File: src/rtl/pipeline_piso.sv
// -----------------------------------------------------------------------------
// pipeline_piso
//   Parallel-in, serial-out word shift register. Takes a snapshot of NUM_WORDS
//   words over a valid/ready handshake, then replays it one word per enabled
//   cycle. The highest index goes first, so a snapshot taken from a
//   serial-in/parallel-out delay line comes back out in its original order.
//
// Ports
//   clk         system clock
//   reset       asynchronous, active-high reset
//   load_valid  snapshot on `in` is valid
//   load_ready  block can accept a snapshot this cycle (combinational)
//   in          parallel snapshot; in[NUM_WORDS-1] is emitted first
//   shift_en    consume the current `out` word and advance
//   out         current serial word (registered)
//   out_valid   `out` holds a frame word (registered)
//   out_last    `out` holds the final word of the frame (registered)
//   done        one-cycle pulse after the final word is consumed (registered)
// -----------------------------------------------------------------------------
module pipeline_piso #(
    parameter int unsigned           DATA_WIDTH = 1,
    parameter int unsigned           NUM_WORDS  = 2,
    parameter logic [DATA_WIDTH-1:0] IDLE_VALUE = '0
) (
    input  logic                                 clk,
    input  logic                                 reset,
    input  logic                                 load_valid,
    output logic                                 load_ready,
    input  logic [NUM_WORDS-1:0][DATA_WIDTH-1:0] in,
    input  logic                                 shift_en,
    output logic [DATA_WIDTH-1:0]                out,
    output logic                                 out_valid,
    output logic                                 out_last,
    output logic                                 done
);

    generate
        if (NUM_WORDS < 2) begin : g_bad_num_words
            $error("pipeline_piso: NUM_WORDS must be >= 2");
        end
    endgenerate

    localparam int unsigned     CNT_W    = (NUM_WORDS > 1) ? $clog2(NUM_WORDS) : 1;
    localparam logic [CNT_W-1:0] LAST_CNT = CNT_W'(NUM_WORDS - 1);

    typedef enum logic {
        S_IDLE  = 1'b0,
        S_SHIFT = 1'b1
    } state_t;

    state_t                                state_q;
    logic [NUM_WORDS-1:0][DATA_WIDTH-1:0]  words_q;
    logic [CNT_W-1:0]                      cnt_q;
    logic [DATA_WIDTH-1:0]                 out_q;
    logic                                  out_valid_q;
    logic                                  out_last_q;
    logic                                  done_q;

    logic                                  load_fire;
    logic                                  last_shift;

    // The last shift of a frame frees the register on the same edge, which is
    // what lets back-to-back frames run with no bubble.
    assign last_shift = (state_q == S_SHIFT) && out_last_q && shift_en;
    assign load_ready = !reset && ((state_q == S_IDLE) || last_shift);
    assign load_fire  = load_ready && load_valid;

    always_ff @(posedge clk or posedge reset) begin
        if (reset) begin
            state_q     <= S_IDLE;
            words_q     <= {NUM_WORDS{IDLE_VALUE}};
            cnt_q       <= '0;
            out_q       <= IDLE_VALUE;
            out_valid_q <= 1'b0;
            out_last_q  <= 1'b0;
            done_q      <= 1'b0;
        end else begin
            done_q <= last_shift;
            if (load_fire) begin
                // First word goes straight to the output register so it is
                // visible the cycle after the handshake.
                state_q     <= S_SHIFT;
                words_q     <= in;
                cnt_q       <= '0;
                out_q       <= in[NUM_WORDS-1];
                out_valid_q <= 1'b1;
                out_last_q  <= 1'b0;
            end else if (last_shift) begin
                state_q     <= S_IDLE;
                cnt_q       <= '0;
                out_q       <= IDLE_VALUE;
                out_valid_q <= 1'b0;
                out_last_q  <= 1'b0;
            end else if ((state_q == S_SHIFT) && shift_en) begin
                // Rotate so the next word to emit always sits in the top slot
                // after the move; the word just emitted wraps to the bottom.
                words_q     <= {words_q[NUM_WORDS-2:0], words_q[NUM_WORDS-1]};
                out_q       <= words_q[NUM_WORDS-2];
                cnt_q       <= cnt_q + CNT_W'(1);
                out_last_q  <= ((cnt_q + CNT_W'(1)) == LAST_CNT);
            end
        end
    end

    assign out       = out_q;
    assign out_valid = out_valid_q;
    assign out_last  = out_last_q;
    assign done      = done_q;

endmodule

File: config.mk
export PLATFORM = sky130hd
export DESIGN_NAME = pipeline_piso
export DESIGN_NICKNAME = d
export VERILOG_FILES = /design/src/rtl/pipeline_piso.sv
export SDC_FILE = /design/constraint.sdc
export NUM_CORES = 1
export LEC_CHECK = 0
export BUFFER_PORTS_ARGS = -buffer_cell sky130_fd_sc_hd__buf_2
export CORE_AREA = 2 2 39 41
export DETAILED_ROUTE_END_ITERATION = 8
export DIE_AREA = 0 0 41 43
export PLACE_DENSITY = 0.47
export SKIP_LAST_GASP = 1
export SLEW_MARGIN = 15
export SYNTH_ARGS = -nofsm -noshare
export SYNTH_HDL_FRONTEND = slang
export SYNTH_SLANG_ARGS = --single-unit
File: constraint.sdc
create_clock -name clk -period 1 [get_ports clk]
set_input_delay 0.2 -clock clk [delete_from_list [all_inputs] [get_ports clk]]
set_output_delay 0.2 -clock clk [all_outputs]
set_load 0.02 [all_outputs]
### Word level (Yosys, flattened, before mapping)

Index checks and enable logic that the tools add are counted.

* memories: 0
* bits in latches: 0
* ROM bits: 0
* register bits: 6
* logic and storage cells: 31
* RAM bits: 0

* div/mod/pow operators: 0
* order comparisons: 0
* shift operators: 0
* bitwise logic cells: 1
* $mul: 0
* add/sub/neg operators: 1
* multiplexer cells: 11
* equal/unequal tests: 1
* reductions and logical operators: 11

Operator list (number)
* 2-to-1 mux 1 bit: 8
* 2-to-1 mux 2 bit: 3
* logical AND 1 bit: 5
* nonzero test 2 bit: 2
* nonzero test 3 bit: 1
* inequality test 2 bit (second input constant): 1
* AND reduction 2 bit: 1
* adder 1 bit (second input constant): 1
* logical NOT 1 bit: 1
* logical OR 1 bit: 1
* NOT 1 bit: 1

### Depth between registers and ports, before layout

Gate-level depths: netlist of run 1.

* word-level depth: 7
* mapped depth: 3

### Worst setup path after synthesis of run 1

No wires, ideal clock.

* path type: flip-flop to output port
* start: register out_valid (netlist name)
* end: output port load_ready
* required time: 800 ps
* path buffers: 0
* setup slack: -175 ps
* cell stages (with the launch flop): 3
* data arrival time: 975 ps
* cells stage by stage: dfrtp_1 > a21boi_2 > nor2_1

RTL lines
* end, declared: line 28 `output logic load_ready,`

==> flow_summary.json, run 1 <==
{
  "layout.cells.most_common": "buf_4",
  "antenna_found_initial": 0,
  "final_cells": 67,
  "tritoncts_num_sinks": 6,
  "start_util_pct": 20.34,
  "postRouteAntennaNets": 0,
  "timing.setup.critical_path_class": "reg2out",
  "critical_path.startpoint": "out_valid$_DFFE_PP0P_",
  "fp.dieArea_mm2": 0.001763,
  "total_power_mw": 1.609,
  "die_y_um": 43,
  "placed_wire_length_estimate_after_detailed_placement_um": 525.2,
  "io_pins": 11,
  "postSynthRegisterBits": 6,
  "antennaDiodeCount": 0,
  "cp_data_required_time_ns": 0.80,
  "first_global_vias": 313,
  "outcome": "finished with violations",
  "cp_max_fo": 3,
  "fin_util_pct": 36.89,
  "min_period_over_period_pct": 121.8,
  "layout.filler_cells": 151,
  "timing.clock.skew_ns": 0.006684,
  "failed_checks": "negative setup slack",
  "globalRoute.totalOverflow": 0,
  "placement_rows": 14,
  "holdCritStartpoint": "in[0]",
  "gr-usage-all-layers_pct": 12.80,
  "mappedNetlistArea_um2": 281.5,
  "cellPowerDensity_mw_per_mm2": 3152,
  "die-width_um": 41,
  "hold_viol_final": 0,
  "clock_tree.buffer_depth": 2,
  "flow.area_growth_from_synthesis_pct": 81.33,
  "setup_viol_count_final": 8,
  "finish.net_count": 58,
  "synth_cell_types": 15,
  "port_buffer_cells": 10,
  "period_minus_slack_ns": 1.218,
  "cts_made_buffers": 3,
  "drv_cap": 0,
  "drt_wl_total_um": 786,
  "clock_tree.htree_level_count": 1,
  "hold_path.class": "in2reg",
  "top_library_cells_by_usage_in_the_layout_fill_and_taps_aside": "buf_4, nand2_1, buf_2, buf_6, dfrtp_1",
  "reg2reg_setup_slack_ns": -0.19,
  "syn_nets": 33,
  "post_placement_setup_slack_ns": -0.05009,
  "core_area_mm2": 0.001384,
  "yosys_warnings": 0,
  "clk_pin_slew_ns": 0.05,
  "gp_congestion": 0.6850,
  "depth_of_the_worst_hold_timing_path": 3,
  "grt_first_pass_wirelength_um": 1352,
  "insertion_delay_ns": 0.25,
  "final-max-slew-violation-count": 0,
  "reg2reg_depth": 4,
  "maxSlewHeadroom_pct": 80.98,
  "whs_endpoint": "words_q[0]$_DFFE_PP0P_",
  "cts_tree": "yes",
  "cp-end-kind": "primary output",
  "pin_count_of_the_biggest_net_entering_global_routing": 7,
  "routed-via-count": 295,
  "numPlacedInstances": 57,
  "layout-drive-gt1-share_pct": 54.90,
  "grt_setup_unrepaired": "true",
  "route.detailed.wl_per_inst_um": 11.73,
  "share_of_the_yosys_chip_area_belonging_to_registers_pct": 53.33,
  "fmax_mhz": 820.8,
  "setup.worst_path.start_class": "flop",
  "detailedRoute.firstIterationViolations": 8,
  "cts.root.buffer_cell": "clkbuf_4",
  "setup_slack_ns": -0.2183,
  "synthCells": 27,
  "post_route_drc_violation_count": 0,
  "arrival_ns": 1.02,
  "peakVddDrop_mv": 1.023,
  "initial_drt_pass_iterations": 2,
  "route.detailed.vias_per_inst": 4.403,
  "mapped_avg_cell_area_um2": 10.43,
  "measured_slew_at_the_worst_slew_check_pin_ns": 0.2829,
  "p_leak_nw": 0.2577,
  "r2r-end": "words_q[0]$_DFFE_PP0P_",
  "worst_r2r_startpoint": "out_last$_DFFE_PP0P_"
}
## per-stage QoR
step | cell area, µm² | hold slack, ns | setup TNS [ns]
floorplan | 297.8 | 0.005939 | -0.08798
CTS | 498.0 | 0.1998 | -1.337
global route | 510.5 | 0.2167 | -1.773
global placement | 397.9 | 0.2599 | -0.1880
finish | 510.5 | 0.2089 | -1.330
detailed placement | 397.9 | 0.2593 | -0.1869
## power breakdown
group / internal [mW] / leakage [nW] / switching [mW]
combinational: 0.518 / 0.172 / 0.390
sequential: 0.362 / 0.0703 / 0.0833
clock: 0.152 / 0.0150 / 0.103
total: 1.03 / 0.258 / 0.576
## registers in the layout, summed over array words and instances (netlist names)
register,cells
done,1
out,1
out_last,1
out_valid,1
words_q,2
## Yosys cell counts
| cell | count | area, µm² |
|---|---|---|
| a21bo_1 | 1 | 10.01 |
| and3_1 | 1 | 6.260 |
| a21oi_1 | 1 | 5.000 |
| nand2_1 | 5 | 18.77 |
| nand3_2 | 1 | 10.01 |
| a21boi_2 | 1 | 11.26 |
| inv_1 | 2 | 7.510 |
| nand4b_1 | 1 | 8.760 |
| nand3b_1 | 1 | 7.510 |
| a21boi_1 | 1 | 7.510 |
| a31oi_1 | 2 | 12.51 |
| dfrtp_1 | 6 | 150.1 |
| nor2_1 | 1 | 3.750 |
| nor4_1 | 2 | 12.51 |
| mux2i_1 | 1 | 10.01 |
## cell type report
| type | count | area (µm²) | share of cell area, % |
|---|---|---|---|
| Inverter | 2 | 7.507 | 1.471 |
| Multi-Input combinational cell | 19 | 145.1 | 28.43 |
| Tap cell | 16 | 20.02 | 3.922 |
| Timing Repair Buffer | 20 | 158.9 | 31.13 |
| Clock buffer | 4 | 26.28 | 5.147 |
| Sequential cell | 6 | 152.6 | 29.90 |
## per-layer routing
metal	part of all wire (%)	track usage [%]	up-vias	wire, µm
met5	0	0	-	0
met4	3.2	10.00	0	25
met3	6.7	9.424	5	53
met2	48	17.19	8	375
met1	42	12.70	138	332
li1	-	-	144	-
## logic make-up after synthesis
| kind of cell | count (synthesis) | synth area share, % |
|---|---|---|
| DFF | 6 | 53.33 |
| and+or+nand+nor | 12 | 24.00 |
| AOI/OAI and AO/OA | 6 | 16.44 |
| muxes | 1 | 3.556 |
| buffers and inverters | 2 | 2.668 |
## worst max path at each step
stage                                        end  slack, ns  cells past startpoint
after floorplan             out_last$_DFFE_PP0P_      -0.04                      3
after global placement    words_q[0]$_DFFE_PP0P_      -0.05                      3
after detailed placement              load_ready      -0.05                      3
after CTS                             load_ready      -0.26                      3
after global routing      words_q[0]$_DFFE_PP0P_      -0.26                      4
final                                 load_ready      -0.22                      3
## critical path, cell delays in order (launching register included)
cell and delay, ns:
dfrtp_2 0.42, a21boi_4 0.15, nor2_4 0.08, buf_6 0.11
## repair_timing
action,CTS,global route
setup endpoints to repair,7,10
setup buffers,5,0
pin swaps,1,1
hold buffers,1,0
gates resized for setup,7,4
cloned,0,0
endpoints found under the hold margin,6,0
No activity file was read; power rests on OpenSTA's default activity.
==> run 2: changes to the inputs <==
- ABC_AREA: not set -> 1
- PLACE_DENSITY: 0.47 -> 0.48
==> run 2 against run 1 <==
Effect of this change:
- the run still ends with negative setup slack left
- clock power hardly changed
- final cell count is 13% higher
- clock skew is 0.0073 ns higher
- first-iteration DRC count is 25% lower
- sequential cell count stayed put
- global-route usage is 1.6 points lower
- non-clock buffer count stayed put
- utilization is 3.1 points higher
- synthesized cell count is 33% higher
- combinational power is 3.2% lower
- largest cell class is now multi-input gates
- largest power group unchanged
==> flow_summary.json, run 2 <==
{
  "cts_made_buffers": 3,
  "p_leak_nw": 0.2968,
  "detailedRoute.firstIterationViolations": 6,
  "arrival_ns": 1.05,
  "initial_drt_pass_iterations": 4,
  "outcome": "finished with violations",
  "gr-usage-all-layers_pct": 11.20,
  "synth_compound_gate_area_share_pct": 1.660,
  "cp-end-kind": "primary output",
  "antennaDiodeCount": 0,
  "cellPowerDensity_mw_per_mm2": 2936,
  "failed_checks": "negative setup slack",
  "fp.dieArea_mm2": 0.001763,
  "drt_wl_total_um": 783,
  "mappedNetlistArea_um2": 301.5,
  "globalRouteMet3Util_pct": 7.853,
  "largest_family_of_logic_cells_by_synthesized_area": "simple AND/OR/NAND/NOR gates",
  "share_of_the_yosys_chip_area_belonging_to_registers_pct": 49.79,
  "synth_enable_flop_cells": 0,
  "final-max-slew-violation-count": 0,
  "cts_tree": "yes",
  "synth_top_cell_by_area": "dfrtp_1",
  "synth_top_area_share_pct": 49.79,
  "core_area_mm2": 0.001384,
  "fin_util_pct": 39.96,
  "synth_async_sr_flop_share_pct": 100.0,
  "port_buffer_cells": 10,
  "postSynthRegisterBits": 6,
  "drv_cap": 0,
  "route.detailed.vias_per_inst": 4.355,
  "cp_max_fo": 5,
  "timing.setup.critical_path_class": "reg2out",
  "route.detailed.wl_per_inst_um": 10.30,
  "post-synth-top-count-cell": "nand2_1",
  "timing.clock.skew_ns": 0.01401,
  "post_route_drc_violation_count": 0,
  "io_pins": 11,
  "setup_slack_ns": -0.2477,
  "grt_first_pass_wirelength_um": 1235,
  "setup_viol_count_final": 8,
  "clock_tree.buffer_depth": 2,
  "synth_xor_area_share_pct": 0,
  "maxSlewHeadroom_pct": 85.90,
  "measured_slew_at_the_worst_slew_check_pin_ns": 0.2113,
  "hold_viol_final": 0,
  "first_global_vias": 324,
  "clk_pin_slew_ns": 0.06,
  "peakVddDrop_mv": 1.226,
  "tritoncts_num_sinks": 6,
  "top_library_cells_by_usage_in_the_layout_fill_and_taps_aside": "nand2_1, buf_4, inv_1, buf_2, buf_6",
  "period_minus_slack_ns": 1.248,
  "yosys_warnings": 0,
  "start_util_pct": 21.79,
  "syn_nets": 42,
  "antenna_found_initial": 0,
  "placement_rows": 14,
  "worst_r2r_startpoint": "out_valid$_DFFE_PP0P_",
  "total_power_mw": 1.624,
  "fmax_mhz": 801.5,
  "mapped_avg_cell_area_um2": 8.376,
  "grt.met2_usage_pct": 18.75,
  "synthSimpleGateAreaFrac_pct": 39.83,
  "post_synth_mux_area_share_pct": 0,
  "global_route.usage.met1_pct": 9.804,
  "grt_setup_unrepaired": "true",
  "gp_congestion": 0.6656,
  "finish.net_count": 67,
  "die-width_um": 41,
  "flow.area_growth_from_synthesis_pct": 83.40,
  "largest_register_ff_count": 2,
  "reg2reg_setup_slack_ns": -0.20,
  "layout-drive-gt1-share_pct": 61.67,
  "yosys.area_share.adder_pct": 0,
  "globalRoute.totalOverflow": 0,
  "critical_path.startpoint": "out_valid$_DFFE_PP0P_",
  "pin_count_of_the_biggest_net_entering_global_routing": 8,
  "cp_data_required_time_ns": 0.80,
  "regMostFlops": "words_q",
  "setup_total_negative_slack_ns": -1.262,
  "min_period_over_period_pct": 124.8,
  "r2r-end": "words_q[1]$_DFFE_PP0P_",
  "synth.top_cells.by_area": "dfrtp_1, nand2_1, inv_1, nand3_1, nand2_2",
  "top_usage_layer": "met2",
  "clock_tree.htree_level_count": 1,
  "routed-via-count": 331,
  "synth_common_cells": "nand2_1, inv_1, dfrtp_1",
  "synthFlopType": "dfrtp_1",
  "placed_wire_length_estimate_after_detailed_placement_um": 543.2,
  "postRouteAntennaNets": 0,
  "insertion_delay_ns": 0.25,
  "synth_cell_types": 10,
  "hold_path.class": "in2async",
  "die_y_um": 43,
  "cts.root.buffer_cell": "clkbuf_4",
  "setup.worst_path.start_class": "flop",
  "synthCells": 36,
  "post_placement_setup_slack_ns": -0.08278,
  "reg2reg_depth": 7
}
==> run 2: changes by cell type after synthesis, sizes merged, moves of 2 or more <==
cell,before,now
nand2,5,13
inv,2,7
nand3,1,6
a21boi,2,0
a31oi,2,0
nand4,0,2
nor4,2,0
==> run 2: where the power goes <==
part | switching, mW | total (mW) | leakage [nW] | internal (mW)
clock | 0.101 | 0.253 | 0.0150 | 0.152
sequential | 0.124 | 0.492 | 0.0709 | 0.368
combinational | 0.432 | 0.879 | 0.211 | 0.446
==> run 2: cell families (layout without fill, tap and decap cells) <==
family	count (synthesis)	in the layout
simple gates	22	22
flops	6	6
buf+inv	7	31
compound gates	1	1
==> run 2: routing by layer <==
layer / wire length, µm / up-vias / part of all wire [%]
met2: 434 / 11 / 55
met5: 0 / - / 0
li1: - / 161 / -
met4: 0 / 0 / 0
met1: 284 / 159 / 36
met3: 64 / 0 / 8.2
==> run 2: through the flow <==
stage | std cells | instance area (µm²) | hold slack [ns]
finish | 76 | 553.0 | 0.08978
global route | 76 | 553.0 | 0.09489
CTS | 74 | 521.8 | 0.07600
detailed placement | 67 | 437.9 | 0.3325
global placement | 67 | 437.9 | 0.3345
floorplan | 36 | 330.3 | 0.03761
==> run 2: worst max-delay path by stage <==
| stage | endpoint | slack (ns) | cells past startpoint |
|---|---|---|---|
| finish | load_ready | -0.25 | 3 |
| global route | load_ready | -0.31 | 3 |
| CTS | load_ready | -0.25 | 3 |
| detailed placement | words_q[1]$_DFFE_PP0P_ | -0.08 | 6 |
| global placement | words_q[1]$_DFFE_PP0P_ | -0.08 | 6 |
| floorplan | out$_DFFE_PP0P_ | -0.06 | 5 |
==> run 2: area by class of cell <==
class / instances / area (µm²)
inverter: 7 / 26.28
fill: 142 / 830.8
multi-input combinational: 23 / 173.9
clock buffer: 4 / 26.28
timing repair buffer: 20 / 153.9
tap: 16 / 20.02
sequential: 6 / 152.6
==> run 2: repair_timing <==
| action | in CTS | in global routing |
|---|---|---|
| hold endpoints to repair | 0 | 0 |
| setup endpoints to repair | 7 | 10 |
| pin swaps | 1 | 1 |
| gates resized for setup | 9 | 5 |
| hold buffers | 0 | 0 |
| setup buffers | 3 | 2 |
==> run 2: critical path: stages (launching register included) <==
cell,delay [ns]
dfrtp_2,0.44
nand3_4,0.10
a21oi_4,0.13
buf_6,0.12
